--- src/rtl/dsp_ctrl_pkg.sv ---
// DSP slice control encodings and controller state shared by the MAC sequencer files.
package dsp_ctrl_pkg;

   localparam logic [8:0] OPMODE_FIRST_NB = 9'b000000101;
   localparam logic [8:0] OPMODE_FIRST_B  = 9'b110000101;
   localparam logic [8:0] OPMODE_ACC      = 9'b000100101;
   localparam logic [4:0] INMODE_AB       = 5'b00000;
   localparam logic [3:0] ALUMODE_ADD     = 4'b0000;

   typedef enum logic [1:0] {
      IDLE,
      ACC,
      FLUSH,
      RESULT
   } state_e;

   // First element restarts the accumulator: P = A*B, plus C when a bias is requested.
   function automatic logic [8:0] first_opmode(input logic bias_en);
      return bias_en ? OPMODE_FIRST_B : OPMODE_FIRST_NB;
   endfunction

endpackage

--- src/rtl/dsp_mac_sequencer_if.sv ---
// Operand input stream and result output stream of the MAC sequencer.
interface dsp_mac_sequencer_if #(
   parameter int A_W   = 30,
   parameter int B_W   = 18,
   parameter int OUT_W = 32
);
   logic             in_valid;
   logic             in_ready;
   logic [A_W-1:0]   in_a;
   logic [B_W-1:0]   in_b;
   logic             out_valid;
   logic             out_ready;
   logic [OUT_W-1:0] out_data;
   logic             out_sat;

   modport master (
      output in_valid, in_a, in_b, out_ready,
      input  in_ready, out_valid, out_data, out_sat
   );

   modport slave (
      input  in_valid, in_a, in_b, out_ready,
      output in_ready, out_valid, out_data, out_sat
   );
endinterface

--- src/rtl/dsp_sat_trunc.sv ---
// Narrows the accumulator P to the result width: two's complement wrap by default,
// signed clamp with a saturation flag when DSP_MAC_SAT_EN is defined.
module dsp_sat_trunc #(
   parameter int P_W   = 48,
   parameter int OUT_W = 32
) (
   input  logic [P_W-1:0]   p_i,
   output logic [OUT_W-1:0] data_o,
   output logic             sat_o
);

`ifdef DSP_MAC_SAT_EN
   logic [P_W-OUT_W-1:0] sign_match;

   // P fits when every bit from the result's sign bit upward repeats P's sign.
   genvar gi;
   generate
      for (gi = 0; gi < P_W - OUT_W; gi++) begin : g_match
         assign sign_match[gi] = (p_i[OUT_W-1+gi] == p_i[P_W-1]);
      end
   endgenerate

   always_comb begin
      data_o = p_i[OUT_W-1:0];
      sat_o  = ~&sign_match;
      if (sat_o) begin
         data_o = p_i[P_W-1] ? {1'b1, {(OUT_W-1){1'b0}}} : {1'b0, {(OUT_W-1){1'b1}}};
      end
   end
`else
   logic unused_hi_bits;

   assign unused_hi_bits = ^p_i[P_W-1:OUT_W];
   assign data_o         = p_i[OUT_W-1:0];
   assign sat_o          = 1'b0;
`endif

endmodule

--- src/rtl/dsp_mac_sequencer.sv ---
// Sequences one fully pipelined DSP slice through a signed dot product with optional bias.
// Define DSP_MAC_SAT_EN to saturate the result to OUT_W instead of wrapping it.
module dsp_mac_sequencer
   import dsp_ctrl_pkg::*;
#(
   parameter int A_W     = 30,
   parameter int B_W     = 18,
   parameter int P_W     = 48,
   parameter int OUT_W   = 32,
   parameter int LEN_W   = 16,
   parameter int DSP_LAT = 3
) (
   input  logic               clk,
   input  logic               rst,
   input  logic               start_i,
   input  logic [LEN_W-1:0]   cfg_len_i,
   input  logic               cfg_bias_en_i,
   input  logic [P_W-1:0]     cfg_bias_i,
   output logic               busy_o,
   dsp_mac_sequencer_if.slave strm,
   output logic               dsp_enable_o,
   output logic [A_W-1:0]     dsp_a_o,
   output logic [B_W-1:0]     dsp_b_o,
   output logic [P_W-1:0]     dsp_c_o,
   output logic [8:0]         dsp_opmode_o,
   output logic [4:0]         dsp_inmode_o,
   output logic [3:0]         dsp_alumode_o,
   input  logic [P_W-1:0]     dsp_p_i
);

   localparam int FL_W = $clog2(DSP_LAT) + 1;

   state_e           state_q, state_d;
   logic [LEN_W-1:0] cnt_q, cnt_d;
   logic [LEN_W-1:0] len_q, len_d;
   logic             bias_en_q, bias_en_d;
   logic [P_W-1:0]   bias_q, bias_d;
   logic             first_q, first_d;
   logic [FL_W-1:0]  flush_q, flush_d;
   logic [OUT_W-1:0] data_q, data_d;
   logic             sat_q, sat_d;

   logic [OUT_W-1:0] narrow_data;
   logic             narrow_sat;
   logic             len_zero;
   logic             fire;
   logic             last_elem;
   logic             flush_done;

   dsp_sat_trunc #(
      .P_W   (P_W),
      .OUT_W (OUT_W)
   ) u_sat_trunc (
      .p_i    (dsp_p_i),
      .data_o (narrow_data),
      .sat_o  (narrow_sat)
   );

   assign len_zero   = (len_q == '0);
   assign fire       = (state_q == ACC) && !len_zero && strm.in_valid;
   assign last_elem  = (cnt_q == len_q - LEN_W'(1));
   assign flush_done = (flush_q == FL_W'(DSP_LAT - 1));

   assign busy_o        = (state_q != IDLE);
   assign dsp_c_o       = bias_q;
   assign dsp_inmode_o  = INMODE_AB;
   assign dsp_alumode_o = ALUMODE_ADD;
   assign strm.out_data = data_q;
   assign strm.out_sat  = sat_q;

   always_comb begin
      state_d        = state_q;
      cnt_d          = cnt_q;
      len_d          = len_q;
      bias_en_d      = bias_en_q;
      bias_d         = bias_q;
      first_d        = first_q;
      flush_d        = flush_q;
      data_d         = data_q;
      sat_d          = sat_q;
      strm.in_ready  = 1'b0;
      strm.out_valid = 1'b0;
      dsp_enable_o   = 1'b0;
      dsp_a_o        = '0;
      dsp_b_o        = '0;
      dsp_opmode_o   = OPMODE_ACC;

      case (state_q)
         IDLE: begin
            if (start_i) begin
               state_d   = ACC;
               len_d     = cfg_len_i;
               bias_en_d = cfg_bias_en_i;
               bias_d    = cfg_bias_i;
               cnt_d     = '0;
               first_d   = 1'b1;
            end
         end

         ACC: begin
            dsp_opmode_o = first_q ? first_opmode(bias_en_q) : OPMODE_ACC;
            if (len_zero) begin
               // Empty job still pushes one zero element so P ends up as bias or 0.
               dsp_enable_o = 1'b1;
               first_d      = 1'b0;
               flush_d      = '0;
               state_d      = FLUSH;
            end else begin
               strm.in_ready = 1'b1;
               dsp_enable_o  = strm.in_valid;
               if (fire) begin
                  dsp_a_o = strm.in_a;
                  dsp_b_o = strm.in_b;
                  cnt_d   = cnt_q + LEN_W'(1);
                  first_d = 1'b0;
                  if (last_elem) begin
                     flush_d = '0;
                     state_d = FLUSH;
                  end
               end
            end
         end

         FLUSH: begin
            // Zero operands under ACC leave P unchanged; the last cycle just samples P.
            dsp_enable_o = 1'b1;
            flush_d      = flush_q + FL_W'(1);
            if (flush_done) begin
               data_d  = narrow_data;
               sat_d   = narrow_sat;
               state_d = RESULT;
            end
         end

         RESULT: begin
            strm.out_valid = 1'b1;
            if (strm.out_ready) begin
               sat_d   = 1'b0;
               state_d = IDLE;
            end
         end

         default: state_d = IDLE;
      endcase
   end

   always_ff @(posedge clk) begin
      if (!rst) begin
         state_q   <= IDLE;
         cnt_q     <= '0;
         len_q     <= '0;
         bias_en_q <= 1'b0;
         bias_q    <= '0;
         first_q   <= 1'b0;
         flush_q   <= '0;
         data_q    <= '0;
         sat_q     <= 1'b0;
      end else begin
         state_q   <= state_d;
         cnt_q     <= cnt_d;
         len_q     <= len_d;
         bias_en_q <= bias_en_d;
         bias_q    <= bias_d;
         first_q   <= first_d;
         flush_q   <= flush_d;
         data_q    <= data_d;
         sat_q     <= sat_d;
      end
   end

endmodule

--- src/flat_wrapper.sv ---
// flat-port wrapper written by rule: the top's interface ports become plain ports
module dsp_mac_sequencer_flat import dsp_ctrl_pkg::*;
#(
   parameter int A_W     = 30,
   parameter int B_W     = 18,
   parameter int P_W     = 48,
   parameter int OUT_W   = 32,
   parameter int LEN_W   = 16,
   parameter int DSP_LAT = 3
)
  (clk, rst, start_i, cfg_len_i, cfg_bias_en_i, cfg_bias_i, busy_o, dsp_enable_o, dsp_a_o, dsp_b_o, dsp_c_o, dsp_opmode_o, dsp_inmode_o, dsp_alumode_o, dsp_p_i, strm_in_valid, strm_in_a, strm_in_b, strm_out_ready, strm_in_ready, strm_out_valid, strm_out_data, strm_out_sat);
  dsp_mac_sequencer_if #(.A_W(A_W), .B_W(B_W), .OUT_W(OUT_W)) strm_i ();
  input  logic clk;
  input  logic rst;
  input  logic start_i;
  input  logic [LEN_W-1:0] cfg_len_i;
  input  logic cfg_bias_en_i;
  input  logic [P_W-1:0] cfg_bias_i;
  output logic busy_o;
  output logic dsp_enable_o;
  output logic [A_W-1:0] dsp_a_o;
  output logic [B_W-1:0] dsp_b_o;
  output logic [P_W-1:0] dsp_c_o;
  output logic [8:0] dsp_opmode_o;
  output logic [4:0] dsp_inmode_o;
  output logic [3:0] dsp_alumode_o;
  input  logic [P_W-1:0] dsp_p_i;
  input wire logic [$bits(strm_i.in_valid)-1:0] strm_in_valid;
  input wire logic [$bits(strm_i.in_a)-1:0] strm_in_a;
  input wire logic [$bits(strm_i.in_b)-1:0] strm_in_b;
  input wire logic [$bits(strm_i.out_ready)-1:0] strm_out_ready;
  output wire logic [$bits(strm_i.in_ready)-1:0] strm_in_ready;
  output wire logic [$bits(strm_i.out_valid)-1:0] strm_out_valid;
  output wire logic [$bits(strm_i.out_data)-1:0] strm_out_data;
  output wire logic [$bits(strm_i.out_sat)-1:0] strm_out_sat;
  assign strm_i.in_valid = strm_in_valid;
  assign strm_i.in_a = strm_in_a;
  assign strm_i.in_b = strm_in_b;
  assign strm_i.out_ready = strm_out_ready;
  assign strm_in_ready = strm_i.in_ready;
  assign strm_out_valid = strm_i.out_valid;
  assign strm_out_data = strm_i.out_data;
  assign strm_out_sat = strm_i.out_sat;
  dsp_mac_sequencer #(.A_W(A_W), .B_W(B_W), .P_W(P_W), .OUT_W(OUT_W), .LEN_W(LEN_W), .DSP_LAT(DSP_LAT)) u_core (.clk(clk), .rst(rst), .start_i(start_i), .cfg_len_i(cfg_len_i), .cfg_bias_en_i(cfg_bias_en_i), .cfg_bias_i(cfg_bias_i), .busy_o(busy_o), .strm(strm_i), .dsp_enable_o(dsp_enable_o), .dsp_a_o(dsp_a_o), .dsp_b_o(dsp_b_o), .dsp_c_o(dsp_c_o), .dsp_opmode_o(dsp_opmode_o), .dsp_inmode_o(dsp_inmode_o), .dsp_alumode_o(dsp_alumode_o), .dsp_p_i(dsp_p_i));
endmodule
--- config.mk ---
export PLATFORM = sky130hd
export DESIGN_NAME = dsp_mac_sequencer_flat
export DESIGN_NICKNAME = d
export VERILOG_FILES = /design/src/rtl/dsp_ctrl_pkg.sv /design/src/rtl/dsp_mac_sequencer_if.sv /design/src/rtl/dsp_sat_trunc.sv /design/src/rtl/dsp_mac_sequencer.sv /design/src/flat_wrapper.sv
export SDC_FILE = /design/constraint.sdc
export NUM_CORES = 1
export LEC_CHECK = 0
export BUFFER_PORTS_ARGS = -buffer_cell sky130_fd_sc_hd__buf_2
export CORE_ASPECT_RATIO = 0.5
export CORE_MARGIN = 2
export CORE_UTILIZATION = 45
export DETAILED_ROUTE_END_ITERATION = 7
export PLACE_DENSITY_LB_ADDON = 0.1
export SETUP_SLACK_MARGIN = 0.1
export SYNTH_ARGS = -nofsm -noshare
export SYNTH_HDL_FRONTEND = slang
export SYNTH_SLANG_ARGS = --single-unit
--- constraint.sdc ---
create_clock -name clk -period 3.9 [get_ports clk]
set_input_delay 0 -clock clk [delete_from_list [all_inputs] [get_ports clk]]
set_output_delay 0 -clock clk [all_outputs]
set_load 0.02 [all_outputs]
==> metrics.yaml, run 1 <==
run_status:
  status: "finished clean"
cts:
  clk_pin_slew_ps: 60
  post_cts_buffers: 0
  clock_path_buffers: 2
  cts_made_buffers: 17
  clock_latency_ps: 410
  h-tree-depth: 4
  cts_sinks: 119
  cts_tree: "done"
  root_buffer: "clkbuf_16"
timing:
  rsz0062_at_grt: "false"
  hold_viol: 0
  worstMarginPinSlew_ps: 1060
  fmax_ghz: 0.333
  period_minus_slack_ps: 3000
  drv_slew: 0
  slew_headroom_pct: 28.8
  post-route-period-util_pct: 77.0
  fin_skew_ps: 19.2
  tns_ps: 0
  setup_viol: 0
floorplanning:
  ioPinCount: 317
  die_x_um: 166
  dieHeight_um: 84.8
  coreArea_um2: 12700
  dieArea_um2: 14000
  initial_core_util_pct: 46.2
  num_rows: 29
logic_synthesis:
  synth_area_um2: 5870
  synth_cell_types: 61
  synth-adder-area-share_pct: 1.92
  synth-edff-count: 0
  yosysSeqAreaShare_pct: 40.6
  synth_xor_area_share_pct: 4.33
  synth_top_family_by_area: "simple AND/OR/NAND/NOR gates"
  yosys.area_share.simple_pct: 27.5
  yosys_warnings: 0
  syn_area_per_cell_um2: 8.03
  ys_ff_latch: 119
  synthCells: 731
  ys_async_sr_fraction_pct: 0
  synth_mux_area_share_pct: 0.874
  synthFlopType: "dfxtp_1"
  synth_compound_area_share_pct: 18.3
finish:
  fin_area_um2: 8820
  syn_to_final_growth_pct: 50.3
  n_antenna_cell: 0
  final_nets: 1263
  drive_gt1_share_pct: 30.5
worst_setup_path:
  crit_required_ps: 4150
  rrSetupSlack_ps: 900
  critPathLaunchType: "flop"
  cp-end-kind: "flop"
  worstSetupPathType: "reg -> reg"
  cp_max_fo: 50
  crit_arrival_ps: 3250
placement:
  placed_area_um2: 7290
  hpwlAfterDp_um: 11800
  portBuffers: 284
  place_congestion: 0.797
route:
  dr_wl_met3_um: 952
  drt-wirelength-per-cell_um: 14.0
  routed.top_layer: "met5"
  wl_met2_um: 8850
  drt_first_pass_iters: 4
  wl_met1_um: 7670
  drt_wl_total_um: 17800
  drc_errors: 0
  ant_nets: 0
  vias_per_cell: 4.82
  vias: 6129
  drt-initial-drc-count: 331
power_and_ir_drop:
  power_density_nw_per_um2: 508
  ir_worst_vdd_mv: 0.349
  leakage_nw: 4.04
  power.total_mw: 4.48
job:
  max_cap_viol_count: 0
global_routing:
  grt_use_total_pct: 25.5
  antenna_found_initial: 1
  first_global_vias: 5991
  grt_max_degree: 67
  grt_pass1_wl_um: 28500
  gr-total-overflow: 0
min_path:
  worstHoldPathType: "in -> reg"
final timing paths:
kind                              to          startpoint  depth (start not counted)
hold reg to reg   u_core.dsp_c_o[31]  u_core.dsp_c_o[31]                          2
hold / removal        u_core.first_q       strm_in_valid                          4
setup reg to reg    u_core.cnt_q[12]     u_core.len_q[4]                          8
setup / recovery    u_core.cnt_q[12]     u_core.len_q[4]                          8
flip-flops by register name, indices dropped and copies added (netlist names):
| name | count |
|---|---|
| u_core.dsp_c_o | 48 |
| u_core.strm.out_data | 32 |
| u_core.cnt_q | 16 |
| u_core.len_q | 16 |
| u_core.flush_q | 3 |
| u_core.state_q | 2 |
| u_core.bias_en_q | 1 |
| u_core.first_q | 1 |
metal layers:
layer / track usage, % / vias up
met4: 7.52 / 2
met3: 6.72 / 28
li1: - / 3092
met2: 45.3 / 170
met5: 0 / -
met1: 30.4 / 2837
cells in the final DEF (no fill, tap or decap), types with 7 or more instances in the layout:
master         count
a21boi_0          98
a21oi_1           10
and2_1            48
buf_2            284
buf_4              7
clkbuf_16         17
conb_1            16
dfxtp_1          119
dlygate4sd3_1     98
ha_1               9
inv_1             15
nand2_1          208
nand3_1            7
nor2_1            21
nor3_1             7
o21ai_0           15
xnor2_1           18
xor2_1            11
repair_timing:
item	CTS	global route
gates resized for setup	0	0
hold buffers	98	0
setup endpoints to repair	0	0
hold endpoints to repair	98	0
cell usage after synthesis, types with 2 or more instances:
library cell / count / area share, %
a21boi_0: 98 / 13
a21oi_1: 10 / 0.85
a21oi_2: 2 / 0.30
and2_1: 49 / 5.2
and3_1: 4 / 0.43
and4_1: 3 / 0.45
buf_1: 4 / 0.26
buf_2: 2 / 0.17
buf_4: 17 / 2.2
clkbuf_1: 41 / 2.6
conb_1: 2 / 0.13
dfxtp_1: 119 / 41
ha_1: 9 / 1.9
inv_1: 15 / 0.96
mux2i_1: 4 / 0.68
nand2_1: 209 / 13
nand3_1: 7 / 0.60
nand3b_1: 5 / 0.64
nand4_1: 4 / 0.43
nor2_1: 21 / 1.3
nor2b_1: 5 / 0.53
nor3_1: 7 / 0.60
nor3b_1: 2 / 0.26
nor4_1: 6 / 0.64
o21ai_0: 16 / 1.4
o31ai_1: 2 / 0.26
or2_2: 2 / 0.21
or3_1: 4 / 0.43
or4_1: 3 / 0.38
xnor2_1: 18 / 2.7
xor2_1: 11 / 1.6
stage by stage:
| step | hold slack [ps] | setup slack [ps] | std cells | utilization (%) |
|---|---|---|---|---|
| final | 67.6 | 898 | 1271 | 69.5 |
| after global routing | 115 | 520 | 1271 | 69.5 |
| after CTS | 52.9 | 877 | 1271 | 69.5 |
| after detailed placement | 258 | 918 | 1141 | 57.4 |
| after global placement | 250 | 991 | 1141 | 57.4 |
| after floorplan | 145 | 1100 | 745 | - |
critical path, stage by stage, from the launching register on:
cell       delay (ps)
dfxtp_1           390
nor4_1            770
nand2_1           210
o211a_1           270
buf_4             240
o2111ai_1         640
nor2b_1           130
xnor2_1           160
nor2_1             50
final cells by class:
type / count / area (um2)
fillers: 1037 / 3880
multi-input cells: 546 / 3170
repair buffers: 389 / 2450
flip-flops and latches: 119 / 2380
clock buffers: 18 / 429
well taps: 170 / 213
clock inverters: 14 / 116
inverters: 15 / 56.3
cells by family after synthesis:
group | after synthesis
AND/OR/NAND/NOR | 341
buffers and inverters | 80
AO/OA/AOI/OAI | 146
flip-flops | 119
adder cells (fa/ha/maj) | 9
multiplexers | 5
XOR/XNOR | 29
other | 2
power by group:
part | internal, mW | leakage [nW] | switching [mW]
sequential | 1.36 | 0.969 | 0.113
combinational | 0.591 | 2.82 | 0.972
clock | 0.828 | 0.257 | 0.620
total | 2.78 | 4.04 | 1.70
No activity file was read; power rests on OpenSTA's default activity.
==> run 2: changes to the inputs <==
--- a/config.mk
+++ b/config.mk
@@ -8,7 +8,7 @@
 export BUFFER_PORTS_ARGS = -buffer_cell sky130_fd_sc_hd__buf_2
 export CORE_ASPECT_RATIO = 0.5
 export CORE_MARGIN = 2
-export CORE_UTILIZATION = 45
+export CORE_UTILIZATION = 41
 export DETAILED_ROUTE_END_ITERATION = 7
 export PLACE_DENSITY_LB_ADDON = 0.1
 export SETUP_SLACK_MARGIN = 0.1
==> constraint.sdc (replaced) <==
create_clock -name clk -period 2.6 [get_ports clk]
set_input_delay 0 -clock clk [delete_from_list [all_inputs] [get_ports clk]]
set_output_delay 0 -clock clk [all_outputs]
set_load 0.02 [all_outputs]
==> run 2 against run 1 <==
  * The flow now finishes with violations (setup timing)
  * Clock skew down 3.5 ps
  * Die area increased by 9.4%
  * Routed wire length rose by 3.2%
  * Via count rose by 0.20%
  * Combinational power grew 67%
  * Power grew 65%
  * Non-clock buffer count is 23 higher
  * Register-to-register slack worse by 910 ps
  * Clock power rose by 79%
  * Highest routed layer is now met4
==> metrics.yaml, run 2 (synthesis gave the netlist of run 1 again) <==
cts:
  cts_tree: "done"
  clock_latency_ps: 420  # about the same
  cts_made_buffers: 17  # unchanged
  h-tree-depth: 4  # unchanged
  root_buffer: "clkbuf_16"
  cts_sinks: 119  # unchanged
  clk_pin_slew_ps: 50  # about the same
  clock_path_buffers: 2  # unchanged
finish:
  layout_commonest_cell: "buf_2"
  ff_latch_area_um2: 2380  # about the same
  n_antenna_cell: 0  # unchanged
  syn_to_final_growth_pct: 56.8
  mostFrequentLayoutCells: "buf_2 (284), nand2_1 (208), dfxtp_1 (118), a21boi_0 (98), dlygate4sd3_1 (98)"
  multi_input_area_um2: 3230  # +1.8%
  drive_gt1_share_pct: 32.9  # +2.3 points
  fillers: 1147  # +11%
  largest_reg_flops: 48  # unchanged
  final_nets: 1286  # +1.8%
route:
  drt-initial-drc-count: 304  # -8.2%
  vias_per_cell: 4.67  # -3.2%
  drc_errors: 0  # unchanged
  drt_wl_total_um: 18400  # +3.2%
  drt-wirelength-per-cell_um: 14.0  # -0.28%
  ant_nets: 0  # unchanged
  vias: 6141  # +0.20%
  drt_first_pass_iters: 5  # +1
job:
  max_cap_viol_count: 0  # unchanged
power_and_ir_drop:
  intPower_mw: 4.84  # +74%
  power_density_nw_per_um2: 802  # +58%
  pwr-share-seq_pct: 29.6  # -3.2 points
  p_sw_mw: 2.54  # +49%
  clkPwrFrac_pct: 35.2  # +2.9 points
  leakage_nw: 4.23  # +4.6%
  sw_frac_of_total_pct: 34.5  # -3.6 points
  ir_worst_vdd_mv: 0.461  # +32%
  combPwrFrac_pct: 35.2  # +0.3 points
  power.total_mw: 7.38  # +65%
floorplanning:
  coreArea_um2: 13800  # +8.5%
  initial_core_util_pct: 42.6  # -3.6 points
  die_x_um: 173  # +4.6%
  dieHeight_um: 88.6  # +4.5%
  ioPinCount: 317  # unchanged
  dieArea_um2: 15300  # +9.4%
  num_rows: 30  # +3.4%
placement:
  place_congestion: 0.827  # +3.8%
  hpwlAfterDp_um: 12100  # +2.4%
  portBuffers: 284  # unchanged
global_routing:
  first_global_vias: 5806  # -3.1%
  grt_use_total_pct: 23.4  # -2.1 points
  gr-total-overflow: 0  # unchanged
  grt_pass1_wl_um: 28500  # unchanged
  grt_max_degree: 68  # +1.5%
  antenna_found_initial: 0  # -1
timing:
  drv_slew: 0  # unchanged
  fmax_ghz: 0.383  # +15%
  period_minus_slack_ps: 2610  # -390 ps
  worstMarginPinSlew_ps: 704  # -357 ps
  post-route-period-util_pct: 100  # +23 points
  slew_headroom_pct: 53.1  # +24 points
  setup_viol: 1  # +1
  hold_viol: 0  # unchanged
  layout_setup_ws_ps: -11.8  # -910 ps
  tns_ps: -11.8  # -11.8 ps
  fin_skew_ps: 15.7  # -3.54 ps
  rsz0062_at_grt: "true"
worst_setup_path:
  cp_common_cell: "or4_4"
  crit_arrival_ps: 2910  # -340 ps
  cp-end-kind: "flop"
  critPathSlowestCell: "or4_4"
  crit_required_ps: 2900  # -1250 ps
  max_stage_delay_ps: 540  # -230 ps
  critical_path.cell_chain: "or4_4 > or4_4 > a2111oi_4 > nand4_1 > nand4b_4 > and3_4 > o31a_1"
  cp_max_fo: 6  # -88%
  worstSetupPathType: "reg -> reg"
  critPathLaunchType: "flop"
min_path:
  worstHoldPathType: "in -> reg"
run_status:
  violations: "setup timing"
  status: "finished, violations left"
==> run 2: changes by cell type in the layout (fill, tap and decap cells not counted), moves of 2 or more <==
| cell | delta |
|---|---|
| clkbuf_8 | +2 |
| nor4_1 | -2 |
| or4_4 | +2 |
| buf_4 | +21 |
| nor3b_2 | +2 |
| inv_6 | -6 |
| nor3b_1 | -2 |
| bufinv_16 | +5 |
| nor4_2 | +2 |
| or4_1 | -2 |
==> run 2: repair_timing <==
| item | in CTS | in global routing |
|---|---|---|
| pin swaps | 3 | 1 |
| buffers inserted | 1 | 2 |
| hold endpoints to repair | 98 | 0 |
| cloned | 0 | 0 |
| endpoints found under the setup margin | 5 | 56 |
| hold buffers | 98 | 0 |
| resized for setup | 6 | 6 |
==> run 2: final timing paths <==
kind                            from                 end  slack, ps  cells after the start
setup reg to reg     u_core.len_q[0]   u_core.flush_q[2]        -10                      7
hold / removal         strm_in_valid      u_core.first_q         50                      4
setup / recovery     u_core.len_q[0]   u_core.flush_q[2]        -10                      7
hold reg to reg   u_core.dsp_c_o[27]  u_core.dsp_c_o[27]        460                      2
==> run 2: cell type report <==
| type | count | share of cell area, % |
|---|---|---|
| Clock buffer | 19 | 4.92 |
| Clock inverter | 12 | 2.18 |
| Inverter | 15 | 0.612 |
| Multi-Input combinational cell | 546 | 35.1 |
| Sequential cell | 119 | 25.9 |
| Tap cell | 192 | 2.61 |
| Timing Repair Buffer | 412 | 28.7 |
==> run 2: stage by stage <==
step                      area (um2)  hold slack [ps]  instances  util (%)  setup slack (ps)
final                           9200             52.4       1315      66.8             -11.8
after global routing            9200             69.4       1315      66.8              -107
after CTS                       9150             38.8       1313      66.4              6.62
after detailed placement        7490              258       1183      54.4             -50.7
after global placement          7490              249       1183      54.4             -4.74
after floorplan                 5930              145        745         -             -12.8
==> run 2: critical path: cells and delay by family, from the launching register on <==
| family | cells | cell delay, ps |
|---|---|---|
| simple gates | 5 | 1630 |
| compound gates | 2 | 520 |
| flops | 1 | 350 |
==> run 2: power groups by stage <==
| stage | logic [mW] | clock network (mW) | registers (mW) |
|---|---|---|---|
| 2_1_floorplan | 1.47 | 0 | 2.36 |
| 3_3_place_gp | 2.37 | 0 | 2.20 |
| 3_5_place_dp | 2.39 | 0 | 2.21 |
| 4_1_cts | 2.55 | 2.63 | 2.18 |
| 5_1_grt | 2.84 | 2.72 | 2.21 |
| 6_report | 2.60 | 2.59 | 2.18 |
==> run 2: routing by layer <==
metal	global-route usage (%)	wire [um]	vias up
met2	42.1	9400	135
met3	7.82	1010	16
met4	7.32	200	0
met5	0	0	-
met1	27.0	7760	2849
li1	-	-	3141
